===== src/rtl/fetch_queue.sv =====
// Dual-width in-order fetch queue: up to two {pc, instr} pairs enter and up to two
// leave per cycle, with a one-cycle flush and no enqueue-to-output bypass.
module fetch_queue #(
   parameter int DEPTH  = 8,
   parameter int PC_W   = 32,
   parameter int INSN_W = 32
) (
   input  logic                     clk,
   input  logic                     rst,
   input  logic                     flush,
   input  logic [1:0]               in_valid,
   input  logic [PC_W-1:0]          in_pc0,
   input  logic [INSN_W-1:0]        in_instr0,
   input  logic [PC_W-1:0]          in_pc1,
   input  logic [INSN_W-1:0]        in_instr1,
   output logic                     in_ready,
   output logic [1:0]               out_valid,
   output logic [PC_W-1:0]          out_pc0,
   output logic [INSN_W-1:0]        out_instr0,
   output logic [PC_W-1:0]          out_pc1,
   output logic [INSN_W-1:0]        out_instr1,
   input  logic [1:0]               out_accept,
   output logic [$clog2(DEPTH):0]   count
);

   localparam int AW = $clog2(DEPTH);
   localparam int CW = AW + 1;

   logic [PC_W-1:0]   r_pc_mem   [DEPTH];
   logic [INSN_W-1:0] r_insn_mem [DEPTH];
   logic [AW-1:0]     r_head;
   logic [AW-1:0]     r_tail;
   logic [CW-1:0]     r_count;

   logic [AW-1:0]     w_head1;
   logic [AW-1:0]     w_tail1;
   logic              w_ready;
   logic [1:0]        w_valid;
   logic [1:0]        w_n_enq;
   logic [1:0]        w_n_deq;

   assign w_head1 = r_head + AW'(1);
   assign w_tail1 = r_tail + AW'(1);

   // Ready looks only at the registered count, so space freed by a same-cycle dequeue is not reused.
   assign w_ready    = (r_count <= CW'(DEPTH - 2));
   assign w_valid[0] = (r_count >= CW'(1));
   assign w_valid[1] = (r_count >= CW'(2));

   always_comb begin
      w_n_enq = 2'd0;
      if (w_ready) begin
         case (in_valid)
            2'b01:   w_n_enq = 2'd1;
            2'b11:   w_n_enq = 2'd2;
            default: w_n_enq = 2'd0;
         endcase
      end
   end

   always_comb begin
      w_n_deq = 2'd0;
      case (out_accept)
         2'b01:   w_n_deq = w_valid[0] ? 2'd1 : 2'd0;
         2'b11:   w_n_deq = w_valid[1] ? 2'd2 : (w_valid[0] ? 2'd1 : 2'd0);
         default: w_n_deq = 2'd0;
      endcase
   end

   // Storage is deliberately left out of reset; valid tracking comes from r_count alone.
   always_ff @(posedge clk) begin
      if (!flush) begin
         if (w_n_enq != 2'd0) begin
            r_pc_mem[r_tail]   <= in_pc0;
            r_insn_mem[r_tail] <= in_instr0;
         end
         if (w_n_enq == 2'd2) begin
            r_pc_mem[w_tail1]   <= in_pc1;
            r_insn_mem[w_tail1] <= in_instr1;
         end
      end
   end

   always_ff @(posedge clk or posedge rst) begin
      if (rst) begin
         r_head  <= '0;
         r_tail  <= '0;
         r_count <= '0;
      end else if (flush) begin
         r_head  <= '0;
         r_tail  <= '0;
         r_count <= '0;
      end else begin
         r_head  <= r_head + AW'(w_n_deq);
         r_tail  <= r_tail + AW'(w_n_enq);
         r_count <= r_count + CW'(w_n_enq) - CW'(w_n_deq);
      end
   end

   assign in_ready   = w_ready;
   assign out_valid  = w_valid;
   assign out_pc0    = r_pc_mem[r_head];
   assign out_instr0 = r_insn_mem[r_head];
   assign out_pc1    = r_pc_mem[w_head1];
   assign out_instr1 = r_insn_mem[w_head1];
   assign count      = r_count;

endmodule

===== config.mk =====
export PLATFORM = sky130hd
export DESIGN_NAME = fetch_queue
export DESIGN_NICKNAME = d
export VERILOG_FILES = /design/src/rtl/fetch_queue.sv
export SDC_FILE = /design/constraint.sdc
export NUM_CORES = 1
export LEC_CHECK = 0
export ABC_AREA = 0
export BUFFER_PORTS_ARGS = -buffer_cell sky130_fd_sc_hd__buf_4
export CAP_MARGIN = 20
export CELL_PAD_IN_SITES_DETAIL_PLACEMENT = 0
export CELL_PAD_IN_SITES_GLOBAL_PLACEMENT = 2
export CORE_MARGIN = 2
export CORE_UTILIZATION = 49
export DETAILED_ROUTE_END_ITERATION = 12
export GPL_TIMING_DRIVEN = 0
export HOLD_SLACK_MARGIN = 0.05
export PLACE_DENSITY_LB_ADDON = 0.1
export SLEW_MARGIN = 20
export SYNTH_ARGS = -nofsm -noshare
export SYNTH_HDL_FRONTEND = slang
export SYNTH_SLANG_ARGS = --single-unit

===== constraint.sdc =====
create_clock -name clk -period 6.65 [get_ports clk]
set_input_delay 1.33 -clock clk [delete_from_list [all_inputs] [get_ports clk]]
set_output_delay 1.33 -clock clk [all_outputs]
set_load 0.03 [all_outputs]

==> key figures <==
GRT
  – First-pass GRT wire length: between 100000 and 150000 um
  – Total gr overflow: 0
  – Pin count of the biggest net entering global routing: 19
  – Gr usage total: 0.2836
  – Vias in the first global route: 18800
  – Initial antenna violation count: 8

Drt
  – Remaining DRCs: 0
  – DR pass1 iterations: 5
  – Vias: 18120
  – Post-route ant nets: 0
  – Starting DRC count in detailed routing: 1832
  – WL final: 89030 um
  – WL/cell: 31.46 um
  – Drt via density: 6.401

STA
  – Relative slew slack: 0.2824
  – Pins Over Slew Limit: 0
  – Max Fclk: about 190 MHz
  – RSZ-0062 raised after global routing: false
  – Tmin final: 5.398 ns
  – Hold Fails Final Rpt: 0
  – Setup ws final: 1.252 ns
  – Worst slew pin tran: between 1 and 1.5 ns
  – Final period util: 0.8117
  – Worst Skew: approximately 0.021 ns
  – Final setup vio count: 0

Synth
  – Yosys cell types: 35
  – Mean Syn Cell Area: between 15 and 20 um2
  – Ys Warns: 0
  – Mapped Nets: 1781
  – Async SR Flop Fraction: 0.01916
  – Synth Flop Type: edfxtp_1
  – Post-synth EDFFs: 512
  – Flops & latches, synth: 522
  – Register area share after synthesis: 0.5231
  – Post-Syn Area: 29870 um2
  – Post-Syn Instances: approximately 1600

Worst setup path
  – Worst path slowest cell: clkbuf_1
  – Most frequent CP cell: clkbuf_1
  – Critical path cell sequence: clkbuf_1 > buf_2 > clkbuf_1 > clkbuf_1 > mux4_2 > mux2_2 > buf_4
  – Worst-path fanout max: 10
  – Reg-to-reg startpoint: count[2]
  – Critical Path Source Type: register
  – CP Launch Point: r_head[0]
  – Critical path data required time: about 5.3 ns
  – CP Class: reg -> out
  – Worst path max stage delay: 0.73 ns
  – CP arrival: 4.07 ns
  – Critical Path Sink Type: output pin

Hold path
  – Hold_sp: r_head[0]
  – Worst hold path type: reg -> reg

Clock tree
  – CTS tree: yes
  – Setup bufs post-CTS: 0
  – Htree depth: 2
  – Clock buffer count from CTS: 59
  – CTS root buf: clkbuf_16
  – CTS Buffer Depth: 3
  – Sink Count: 522
  – CTS Hold Bufs: 0
  – Clock latency at the later pin of the worst-skew pair: between 0.6 and 0.7 ns
  – Clock transition at path regs: 0.06 ns
  – Post-CTS Resized: 0

Floorplan
  – Starting density of the core: 0.4949
  – Num ports: 270
  – Die area: 62950 um2
  – Die width: approximately 250 um
  – Chip height: 250.9 um
  – Row cnt: 90
  – Core Region: approximately 60000 um2

Final layout
  – Final net count: 2148
  – Area Growth Syn to Fin: 19.51%
  – Share of cells above drive strength 1: 0.6706

Power and ir drop
  – Max IR drop VDD: 0.2709 mV
  – Pwr dens: 378.1 nW/um2
  – Overall Power: 13.50 mW
  – Pleak: 11.92 nW

Placed design
  – Pre-CTS setup slack: 1.832 ns
  – IO buf count: 269
  – Gp weighted congestion: 0.7792
  – Hpwl dp: 58180 um

Run
  – Max Cap Violations: 0

Run status
  – Status: finished clean
==> state kept, by name, indices dropped and copies added (netlist names) <==
signal      count
r_insn_mem    256
r_tail          3
r_head          3
r_pc_mem      256
count           4
==> cell usage after synthesis (2+ instances only) <==
master	n	area, um2
a22oi_1	6	45.04
a32oi_1	2	17.52
edfxtp_1	512	15370
mux2_1	10	112.6
nor3_4	2	32.53
mux4_2	256	5766
nand3_1	2	10.01
buf_4	3	22.52
nand3_2	4	40.04
buf_1	12	45.04
nor2b_1	9	56.30
mux2_2	631	7106
fa_1	4	80.08
nor3_2	2	20.02
ha_1	10	125.1
xor2_1	2	17.52
dfrtp_1	10	250.2
xnor2_1	3	26.28
nand2_1	6	22.52
nor2_1	15	56.30
buf_2	68	340.3
and2_1	2	12.51
or2_2	2	12.51
clkbuf_1	37	138.9
inv_1	12	45.04
==> where the power goes <==
part	internal (mW)	total, mW	switching (mW)
Clock	1.83	3.15	1.32
Combinational	2.86	6.45	3.59
Sequential	3.81	3.89	0.0789
Total	8.51	13.5	4.99
==> layout by cell type, fill, tap and decap left out, types with 2 or more instances in the layout <==
master and n:
mux2_2 631, edfxtp_1 512, buf_4 272, mux4_2 256, buf_2 70, clkbuf_16 61
clkbuf_1 59, buf_16 24, inv_1 12, mux2_1 10, ha_1 10, dfrtp_1 10
buf_12 10, nor2b_1 9, clkinv_2 9, nor2_4 8, clkinv_1 8, nor2_1 7
nand2_1 6, clkbuf_2 6, a22oi_1 6, buf_1 5, nor3_4 4, nand3_2 4
fa_1 4, clkbuf_8 4, xnor2_1 3, bufinv_16 3, diode_2 2, or2_2 2
nand3_1 2, xor2_2 2, and2_1 2, a32oi_1 2, buf_8 2
==> cell type report <==
cell class / instances / area, um2
Clock inverter: 20 / 165.2
Buffer: 120 / 556.8
Multi-Input combinational cell: 977 / 13730
Tap cell: 782 / 978.4
Fill cell: 4695 / 24660
Antenna cell: 2 / 5.005
Timing Repair Buffer: 306 / 2922
Clock buffer: 88 / 1668
Inverter: 13 / 48.80
Sequential cell: 522 / 15630
==> kinds of logic (layout without fill, tap and decap cells) <==
logic type / Yosys count / count (layout) / synth area share
mux: 897 / 897 / 0.4347
flops: 522 / 522 / 0.5231
buf+inv: 133 / 547 / 0.01994
simple gates: 49 / 49 / 0.01030
fa+ha+maj: 14 / 14 / 0.006870
compound gates: 10 / 10 / 0.002513
xor+xnor: 7 / 7 / 0.002556
other cells: 0 / 2 / 0
==> worst paths after layout <==
check / endpoint / slack [ns] / cells after the start
max: out_pc0[18] / 1.25 / 7
min: r_head[0] / 0.69 / 2
max reg2reg: count[2] / 3.32 / 13
min reg2reg: r_head[0] / 0.69 / 2
max in group asynchronous: count[3] / 5.65 / 2
min in group asynchronous: r_tail[1] / 0.70 / 2
==> critical path: cells and delay by family (launching register included) <==
family / cells / cell delay [ns]
muxes: 2 / 0.74
buffers and inverters: 5 / 2.29
DFF: 1 / 0.39
==> layer usage <==
layer  part of all wire  routed length [um]  GRT usage
met5            0.00094                  84          0
met4              0.022                1978    0.07568
met3              0.079                6998    0.05208
met2               0.49               43980     0.4726
met1               0.40               35990     0.3863
==> stage by stage <==
stage / hold slack (ns) / utilization / area, um2 / instances / setup TNS [ns]
2_1_floorplan: 0.6118 / - / 29870 / 1632 / 0
3_3_place_gp: 0.6621 / 0.5445 / 32870 / 2683 / -1193.35
3_5_place_dp: 0.6742 / 0.5607 / 33840 / 2719 / 0
4_1_cts: 0.6761 / 0.5910 / 35670 / 2827 / 0
5_1_grt: 0.7193 / 0.5913 / 35690 / 2828 / 0
6_report: 0.6870 / 0.5914 / 35700 / 2830 / 0
(Power assumes the default switching activity.)
